$ cat config.mk
export PLATFORM = sky130hd
export DESIGN_NAME = pin_id_uart_fmt_flat
export DESIGN_NICKNAME = d
export VERILOG_FILES = /design/src/rtl/pin_id_uart_fmt_pkg.sv /design/src/rtl/pin_id_uart_fmt_if.sv /design/src/rtl/pin_id_uart_fmt_dec_split.sv /design/src/rtl/pin_id_uart_fmt.sv /design/src/flat_wrapper.sv
export SDC_FILE = /design/constraint.sdc
export NUM_CORES = 1
export LEC_CHECK = 0
export BUFFER_PORTS_ARGS = -buffer_cell sky130_fd_sc_hd__clkbuf_2
export CAP_MARGIN = 20
export CORE_AREA = 2 2 55 109
export CTS_BUF_LIST = sky130_fd_sc_hd__clkbuf_8
export CTS_CLUSTER_SIZE = 30
export DETAILED_ROUTE_END_ITERATION = 6
export DIE_AREA = 0 0 57 111
export PLACE_DENSITY = 0.77
export SETUP_SLACK_MARGIN = 0.05
export SYNTH_ARGS = -nofsm -noshare
export SYNTH_HDL_FRONTEND = slang
export SYNTH_SLANG_ARGS = --single-unit
$ cat constraint.sdc
create_clock -name clk_i -period 2.7 [get_ports clk_i]
set_input_delay 0.405 -clock clk_i [delete_from_list [all_inputs] [get_ports clk_i]]
set_output_delay 0.405 -clock clk_i [all_outputs]
set_load 0.01 [all_outputs]
$ cat src/rtl/pin_id_uart_fmt_pkg.sv
// pin_id_pkg: shared constants and encodings for the pin-ID UART formatter.
//   ASCII byte constants, the A..Z letter index encoding used by the blink
//   stages, the formatter FSM state encoding and the byte-select enumeration.
package pin_id_pkg;

  localparam logic [7:0] ASCII_0     = 8'h30;
  localparam logic [7:0] ASCII_QMARK = 8'h3F;
  localparam logic [7:0] ASCII_CR    = 8'h0D;
  localparam logic [7:0] ASCII_LF    = 8'h0A;
  localparam logic [7:0] ASCII_AT    = 8'h40;  // 'A' - 1, so letter = AT + index

  // Row letter index: 1=A .. 26=Z, 0 and anything above 26 are invalid.
  typedef enum logic [6:0] {
    LTR_NONE = 7'd0,
    LTR_A = 7'd1,  LTR_B = 7'd2,  LTR_C = 7'd3,  LTR_D = 7'd4,  LTR_E = 7'd5,
    LTR_F = 7'd6,  LTR_G = 7'd7,  LTR_H = 7'd8,  LTR_I = 7'd9,  LTR_J = 7'd10,
    LTR_K = 7'd11, LTR_L = 7'd12, LTR_M = 7'd13, LTR_N = 7'd14, LTR_O = 7'd15,
    LTR_P = 7'd16, LTR_Q = 7'd17, LTR_R = 7'd18, LTR_S = 7'd19, LTR_T = 7'd20,
    LTR_U = 7'd21, LTR_V = 7'd22, LTR_W = 7'd23, LTR_X = 7'd24, LTR_Y = 7'd25,
    LTR_Z = 7'd26
  } letter_e;

  typedef enum logic [1:0] {ST_IDLE, ST_SPLIT, ST_SEND, ST_WAIT} fmt_state_e;

  typedef enum logic [2:0] {SEL_LETTER, SEL_TENS, SEL_ONES, SEL_CR, SEL_LF} byte_sel_e;

  // Decimal digit to ASCII; out-of-range columns print '?' instead.
  function automatic logic [7:0] digit_char(input logic [3:0] d, input logic oor);
    return oor ? ASCII_QMARK : (ASCII_0 + {4'h0, d});
  endfunction

endpackage

$ cat src/rtl/pin_id_uart_fmt_if.sv
// pin_id_uart_fmt_if: formatter <-> uart_tx byte handshake plus message status.
//   tx_byte_o  : byte to send, stable from send until done
//   tx_send_o  : one-cycle send request
//   tx_done_i  : one-cycle pulse when uart_tx finished the byte
//   busy_o     : message in progress
//   msg_done_o : one-cycle pulse when the whole message is out
// master = formatter side, slave = uart_tx / observer side.
interface pin_id_uart_fmt_if;
  logic [7:0] tx_byte_o;
  logic       tx_send_o;
  logic       tx_done_i;
  logic       busy_o;
  logic       msg_done_o;

  modport master (output tx_byte_o, tx_send_o, busy_o, msg_done_o, input tx_done_i);
  modport slave  (input tx_byte_o, tx_send_o, busy_o, msg_done_o, output tx_done_i);
endinterface

$ cat src/rtl/pin_id_uart_fmt_dec_split.sv
// dec_split: splits a COL_W-bit value into decimal tens/ones by repeated
// subtraction of 10.
//   start : load value (one cycle)
//   done  : high while the result is ready (comb, until the unit goes idle)
//   tens/ones : digits, held until the next start
//   oor   : value > 99; digits are meaningless then
// Worst case (99) is done 9 cycles after the loading edge.
module dec_split #(
  parameter int COL_W = 7
) (
  input  logic             clk,
  input  logic             rst,
  input  logic             start,
  input  logic [COL_W-1:0] value,
  output logic             done,
  output logic [3:0]       tens,
  output logic [3:0]       ones,
  output logic             oor
);

  logic             active;
  logic [COL_W-1:0] rem;
  logic [3:0]       tens_q;
  logic             oor_q;

  // Out-of-range values finish immediately; the digits are not used.
  assign done = active && (oor_q || (rem < COL_W'(10)));
  assign tens = tens_q;
  assign ones = rem[3:0];
  assign oor  = oor_q;

  always_ff @(posedge clk or posedge rst) begin
    if (rst) begin
      active <= 1'b0;
      rem    <= '0;
      tens_q <= '0;
      oor_q  <= 1'b0;
    end else if (start) begin
      active <= 1'b1;
      rem    <= value;
      tens_q <= '0;
      oor_q  <= (value > COL_W'(99));
    end else if (active) begin
      if (done) begin
        active <= 1'b0;
      end else begin
        rem    <= rem - COL_W'(10);
        tens_q <= tens_q + 4'd1;
      end
    end
  end

endmodule

$ cat src/rtl/pin_id_uart_fmt.sv
// pin_id_uart_fmt: once per PERIOD cycles (when enabled) captures a pin ID and
// sends "<letter><number>\r\n" byte by byte over the uart_tx send/done
// handshake.
//   clk_i, rst_i : clock, async active-high reset
//   enable_i     : gates new messages only; a running message completes
//   row_i        : letter index 1..26 (else '?')
//   col_i        : ball number 0..99 (else "??"), leading zero suppressed
//   bus          : tx byte/send/done handshake, busy and msg_done status
module pin_id_uart_fmt
  import pin_id_pkg::*;
#(
  parameter int PERIOD = 25000000,
  parameter int ROW_W  = 7,
  parameter int COL_W  = 7
) (
  input  logic             clk_i,
  input  logic             rst_i,
  input  logic             enable_i,
  input  logic [ROW_W-1:0] row_i,
  input  logic [COL_W-1:0] col_i,
  pin_id_uart_fmt_if.master bus
);

  localparam int CNT_W = $clog2(PERIOD);

  logic [CNT_W-1:0] cnt;
  logic             tick;
  fmt_state_e       state, state_n;
  byte_sel_e        sel, sel_n;
  logic [ROW_W-1:0] row_q;
  logic [7:0]       tx_byte, byte_n, letter_byte;
  logic             msg_done_q, msg_done_n;
  logic             capture;
  logic             split_done, oor;
  logic [3:0]       tens, ones;

  // Free-running period counter, independent of enable_i.
  assign tick = (cnt == CNT_W'(PERIOD - 1));

  always_ff @(posedge clk_i or posedge rst_i) begin
    if (rst_i)     cnt <= '0;
    else if (tick) cnt <= '0;
    else           cnt <= cnt + CNT_W'(1);
  end

  // The msg_done cycle still counts as busy, so a tick landing there is dropped.
  assign capture = (state == ST_IDLE) && tick && enable_i && !msg_done_q;

  // The column is captured inside the splitter on the same edge as the row.
  dec_split #(.COL_W(COL_W)) u_split (
    .clk   (clk_i),
    .rst   (rst_i),
    .start (capture),
    .value (col_i),
    .done  (split_done),
    .tens  (tens),
    .ones  (ones),
    .oor   (oor)
  );

  assign letter_byte = (row_q >= ROW_W'(LTR_A) && row_q <= ROW_W'(LTR_Z))
                       ? (ASCII_AT + 8'(row_q)) : ASCII_QMARK;

  always_comb begin
    state_n    = state;
    sel_n      = sel;
    msg_done_n = 1'b0;
    case (state)
      ST_IDLE:  if (capture) state_n = ST_SPLIT;
      ST_SPLIT: begin
        if (split_done) begin
          state_n = ST_SEND;
          sel_n   = SEL_LETTER;
        end
      end
      ST_SEND:  state_n = ST_WAIT;
      ST_WAIT: begin
        if (bus.tx_done_i) begin
          state_n = ST_SEND;
          case (sel)
            // Tens digit is skipped for single-digit columns, but "??" needs both slots.
            SEL_LETTER: sel_n = (oor || tens != 4'd0) ? SEL_TENS : SEL_ONES;
            SEL_TENS:   sel_n = SEL_ONES;
            SEL_ONES:   sel_n = SEL_CR;
            SEL_CR:     sel_n = SEL_LF;
            default: begin
              state_n    = ST_IDLE;
              msg_done_n = 1'b1;
            end
          endcase
        end
      end
      default:  state_n = ST_IDLE;
    endcase
  end

  always_comb begin
    byte_n = ASCII_LF;
    case (sel_n)
      SEL_LETTER: byte_n = letter_byte;
      SEL_TENS:   byte_n = digit_char(tens, oor);
      SEL_ONES:   byte_n = digit_char(ones, oor);
      SEL_CR:     byte_n = ASCII_CR;
      default:    byte_n = ASCII_LF;
    endcase
  end

  always_ff @(posedge clk_i or posedge rst_i) begin
    if (rst_i) begin
      state      <= ST_IDLE;
      sel        <= SEL_LETTER;
      row_q      <= '0;
      tx_byte    <= 8'h00;
      msg_done_q <= 1'b0;
    end else begin
      state      <= state_n;
      sel        <= sel_n;
      msg_done_q <= msg_done_n;
      if (capture) row_q <= row_i;
      // Byte is loaded only on entry to SEND, so it holds through WAIT.
      if (state_n == ST_SEND) tx_byte <= byte_n;
    end
  end

  assign bus.tx_byte_o  = tx_byte;
  assign bus.tx_send_o  = (state == ST_SEND);
  assign bus.busy_o     = (state != ST_IDLE) || msg_done_q;
  assign bus.msg_done_o = msg_done_q;

endmodule

$ cat src/flat_wrapper.sv
// flat-port wrapper written by rule: the top's interface ports become plain ports
module pin_id_uart_fmt_flat import pin_id_pkg::*;
#(
  parameter int PERIOD = 25000000,
  parameter int ROW_W  = 7,
  parameter int COL_W  = 7
)
  (clk_i, rst_i, enable_i, row_i, col_i, bus_tx_byte_o, bus_tx_send_o, bus_busy_o, bus_msg_done_o, bus_tx_done_i);
  pin_id_uart_fmt_if bus_i ();
  input  logic clk_i;
  input  logic rst_i;
  input  logic enable_i;
  input  logic [ROW_W-1:0] row_i;
  input  logic [COL_W-1:0] col_i;
  output wire logic [$bits(bus_i.tx_byte_o)-1:0] bus_tx_byte_o;
  output wire logic [$bits(bus_i.tx_send_o)-1:0] bus_tx_send_o;
  output wire logic [$bits(bus_i.busy_o)-1:0] bus_busy_o;
  output wire logic [$bits(bus_i.msg_done_o)-1:0] bus_msg_done_o;
  input wire logic [$bits(bus_i.tx_done_i)-1:0] bus_tx_done_i;
  assign bus_tx_byte_o = bus_i.tx_byte_o;
  assign bus_tx_send_o = bus_i.tx_send_o;
  assign bus_busy_o = bus_i.busy_o;
  assign bus_msg_done_o = bus_i.msg_done_o;
  assign bus_i.tx_done_i = bus_tx_done_i;
  pin_id_uart_fmt #(.PERIOD(PERIOD), .ROW_W(ROW_W), .COL_W(COL_W)) u_core (.clk_i(clk_i), .rst_i(rst_i), .enable_i(enable_i), .row_i(row_i), .col_i(col_i), .bus(bus_i));
endmodule
# == Yosys cells after proc, flatten, opt, wreduce, memory -nomap -nowiden ==
# Index checks and enable logic that the tools add are counted.
# word_totals
register_bits,59
inputBits,18
output_inout_bits,11
wordCells,76
# op_classes
add_sub_neg,6
n_lt_le_gt_ge,4
n_eq_ne,12
muxes,27
n_reduce_logical,17
# op_table
operator,n
one-hot mux 8 bit (4 select lines),1
"adder 25 x 1 -> 25 bit, second input constant",1
"equality test 25 bit, second input constant",1
two-way mux 25 bit,1
two-way mux 8 bit,3
two-way mux 7 bit,3
"adder 6 x 4 -> 7 bit, first input constant",2
"equality test 3 x 2 -> 1 bit, second input constant",4
two-way mux 4 bit,3
one-hot mux 3 bit (4 select lines),1
two-way mux 2 bit,5
"adder 7 x 7 -> 8 bit, first input constant",1
one-hot mux 2 bit (4 select lines),1
"greater-or-equal comparator 7 x 1 -> 1 bit, second input constant",1
"greater-than comparator 7 bit, second input constant",1
"less-or-equal comparator 7 x 5 -> 1 bit, second input constant",1
"< comparator 7 x 4 -> 1 bit, second input constant",1
"subtractor 7 x 4 -> 7 bit, second input constant",1
"equality test 2 bit, second input constant",3
"equality test 3 x 1 -> 1 bit, second input constant",2
logical NOT 3 bit,2
two-way mux 1 bit,6
two-way mux 3 bit,2
one-hot mux 3 bit (2 select lines),1
other kinds (11),18

# == Longest topological paths before layout ==
# depth
word_depth,8
depth_mapped,8
depth_no_buf,8

# == By module ==
# A second synthesis with hierarchy kept.
# unflattened
cells_unflattened,317
hier_area_um2,3105.5
# modules_own_cells
module,instances,cells_per_inst,area_each_um2,seq_area_each_um2
pin_id_uart_fmt,1,244,2377.3,1151.1
dec_split,1,73,728.2,325.3

# == Worst setup path after synthesis ==
# Ideal clock, no wire load.
# synth_path
path_kind,reg2reg
start,"reg u_core.u_split.tens_q[0], in the netlist u_core.u_split.tens[0]"
end,"reg u_core.tx_byte[1], in the netlist u_core.bus.tx_byte_o[1]"
setup_time_ps,120
arrival_ps,1782
required_ps,2580
slack_ps,797
stages_incl_launch_ff,8
n_path_buf,0
period_less_slack_ps,1903
path_cell_list,dfrtp_1 > inv_1 > ha_1 > nor4b_1 > a2111o_1 > a21oi_4 > mux2i_1 > o211a_1
# synth_via
elab_chain_len,8
elab_cells_between_ends,13
classes_between,1 x add/sub; 3 x eq/ne; 6 x mux; 3 x reduce/logical
# synth_lines
element,line_no,rtl
from (decl),pin_id_uart_fmt_dec_split.sv:23,logic [3:0] tens_q;
from (signal assigned),pin_id_uart_fmt_dec_split.sv:48,tens_q <= tens_q + 4'd1;
nonzero test 4 bit *,pin_id_uart_fmt.sv:82,SEL_LETTER: sel_n = (oor || tens != 4'd0) ? SEL_TENS : SEL_ONES;
logical OR 1 bit *,pin_id_uart_fmt.sv:82,
two-way mux 2 bit *,pin_id_uart_fmt.sv:82,
one-hot mux 3 bit (4 select lines) *,pin_id_uart_fmt.sv:80,case (sel)
two-way mux 3 bit *,pin_id_uart_fmt.sv:78,if (bus.tx_done_i) begin
one-hot mux 3 bit (2 select lines) *,pin_id_uart_fmt.sv:68,case (state)
named net u_core.sel_n[0],pin_id_uart_fmt.sv:29,"byte_sel_e sel, sel_n;"
equality test 3 x 2 -> 1 bit (tied with other cells),pin_id_uart_fmt.sv:99,case (sel_n)
one-hot mux 8 bit (4 select lines) *,pin_id_uart_fmt.sv:99,
to (signal assigned),pin_id_uart_fmt.sv:121,if (state_n == ST_SEND) tx_byte <= byte_n;
to (decl),pin_id_uart_fmt.sv:31,"logic [7:0] tx_byte, byte_n, letter_byte;"
# Mark *: on every way through the listed nets, which the timed path passes. The rest lies on a longest branch.
# A chain may end at the register's enable or synchronous reset.

# == Final worst setup path ==
# Same ends and word-level chain as after synthesis.

==> impl_metrics.tcl <==
set metrics [dict create \
    status "finished, final reports clean" \
    initial_core_util_pct 57.6 \
    top_usage_layer "met2" \
    yosysMostFrequentCell "dfrtp_1" \
    wl_mm 6.54 \
    antenna_found_initial 0 \
    route.detailed.drc 0 \
    cp-startpoint "u_core.u_split.tens[0]" \
    syn_nets 348 \
    wl_per_cell_um 15.4 \
    synth_top_area_cell "dfrtp_1" \
    areaGrowthSynthToFinish_pct 12.3 \
    synth_cells 326 \
    ant_nets 0 \
    ctsHoldBuffers 0 \
    multi_input_area_um2 1610 \
    root_buffer "clkbuf_8" \
    fin_crit_sh_pct 79.7 \
    finalWeightedCongestion 0.841 \
    final_area_um2 3600 \
    whs_ns 0.115 \
    yosysUniqueCellTypes 62 \
    drive_gt1_share_pct 20.4 \
    ios 29 \
    vias 2557 \
    irDropWorstVdd_mv 0.619 \
    regArea_um2 1480 \
    worst_pin_slew_ns 0.725 \
    fp-row-count 39 \
    dp.cells 408 \
    cts_max_path_buffers 2 \
    end_kind "flop" \
    gr-usage-met3_pct 5.72 \
    slew_violations 0 \
    fin_crit_ns 2.15 \
    synth-edff-count 0 \
    grt_use_total_pct 23.0 \
    synth_area_leaders "dfrtp_1 (46%), xnor2_1 (5.2%), nor2_1 (4.1%)" \
    firstDrtPassIters 4 \
    die_area_um2 6330 \
    cp.arrival_ns 2.43 \
    clk_pin_slew_ns 0.07 \
    synth_ff_type "dfrtp_1" \
    syn_area_per_cell_um2 9.84 \
    grt_pass1_vias 2501 \
    yosys_warnings 0 \
    finish.utilization_pct 64.8 \
    post_cts_resized 0 \
    ys_ff_latch 59 \
    cts-htree-levels 3 \
    clock_skew_ns 0.00898 \
    met2_usage_pct 35.4 \
    clock-sinks 59 \
    die_y_um 111 \
    cts_setup_buffers 0 \
    grt_pass1_wl_mm 11.4 \
    power_density_nw_per_um2 650 \
    setup_tns_ns 0 \
    setup_viol 0 \
    placed_area_um2 3390 \
    timing_hold_violations_final 0 \
    die_w_um 57 \
    cts_tree "yes" \
    relSlewSlack_pct 50.4 \
    rsz0062_at_grt "false" \
    cap_viol_max_count 0 \
    cp.required_ns 2.98 \
    diodes 0 \
    synthArstFlopShare_pct 100 \
    syn_area_um2 3210 \
    p_leak_uw 0.00166 \
    rr_startpoint "u_core.u_split.tens[0]" \
    path_class "reg -> reg" \
    yosys-top-cells-count "dfrtp_1 (59), nor2_1 (35), nand2_1 (26)" \
    max_freq_mhz 465 \
    coreArea_um2 5560 \
    grt_overflow 0 \
    final_nets 380 \
    portBuffers 28 \
    cts_made_buffers 9 \
    worst_skew_pair.late_latency_ns 0.34 \
    fill_cells 454 \
    yosysSeqAreaShare_pct 46.0 \
    cp-start-kind "flop" \
    viasPerCell 6.03 \
    synth_top_area_share_pct 46.0 \
    grt_max_degree 31 \
    drt_iter0_markers 89 \
    final_cells 424 \
    use_met1_pct 30.0 \
    dp_hpwl_mm 4.83 \
    crit_fanout 9 \
    min_path_type "in -> async" \
]
-- logic make-up (layout without fill, tap and decap cells) --
group	count (synthesis)	in the layout	share of synthesized area (%)
DFF	59	59	46.0
AOI/OAI and AO/OA	68	68	14.9
xor gates and xnor gates	28	28	7.65
adders and majority gates	4	4	1.56
buffers and inverters	27	64	3.86
and+or+nand+nor	127	127	21.5
muxes	13	13	4.41
-- final timing paths --
path | to | slack (ns) | cells past startpoint
worst max-delay path | u_core.bus.tx_byte_o[1] | 0.55 | 7
worst min-delay path | u_core.cnt[10] | 0.11 | 2
worst max register to register | u_core.bus.tx_byte_o[1] | 0.55 | 7
worst min register to register | u_core.cnt[4] | 0.47 | 1
max in group asynchronous | u_core.bus.tx_byte_o[6] | 1.94 | 3
min in group clk_i | u_core.row_q[2] | 0.29 | 2
-- per-layer routing --
metal | up-vias | wire length, um
met4 | 0 | 158
met1 | 1232 | 2760
li1 | 1236 | -
met5 | - | 0
met3 | 13 | 344
met2 | 76 | 3270
-- critical path, stage by stage (launching register included) --
cell	delay [ns]
dfrtp_1	0.42
inv_1	0.09
ha_1	0.19
nor4b_1	0.16
a2111o_1	0.49
a21oi_4	0.30
mux2i_1	0.27
o211a_1	0.17
-- per-stage QoR --
stage          setup slack, ns  power (uW)
2_1_floorplan            0.797        1380
3_3_place_gp             0.690        1480
3_5_place_dp             0.586        1510
4_1_cts                  0.563        2350
5_1_grt                  0.425        2440
6_report                 0.548        2340
-- layout by cell type, fill, tap and decap left out, drive strengths merged, types with 3 or more instances in the layout --
cell type	n
dfrtp	59
clkbuf	40
nor2	36
nand2	26
a21oi	22
xnor2	19
inv	16
o21ai	15
nor3	11
mux2	9
nand3	9
xor2	9
nand4	8
nor4	7
or3	5
mux2i	4
ha	4
buf	4
and2	4
and3	3
nor2b	3
nand2b	3
a22oi	3
o211ai	3
-- area by class of cell --
type / instances / area share [%]
clock buffer: 12 / 4.58
clock inverter: 4 / 1.32
inverter: 16 / 1.67
multi-input combinational: 240 / 44.6
sequential: 59 / 41.0
tap: 61 / 2.12
timing repair buffer: 32 / 4.72
-- where the power goes --
group | internal [uW] | switching, uW | total (uW)
Clock | 498 | 344 | 842
Sequential | 948 | 83.8 | 1030
Combinational | 197 | 269 | 467
Total | 1640 | 697 | 2340
-- sequential cells by signal (all words and copies together), names as in the netlist --
register               count
u_core.u_split.oor         1
u_core.state               2
u_core.u_split.rem         7
u_core.bus.tx_byte_o       8
u_core.u_split.active      1
u_core.u_split.tens        4
u_core.bus.msg_done_o      1
u_core.sel                 3
u_core.row_q               7
u_core.cnt                25
(Power assumes the default switching activity.)
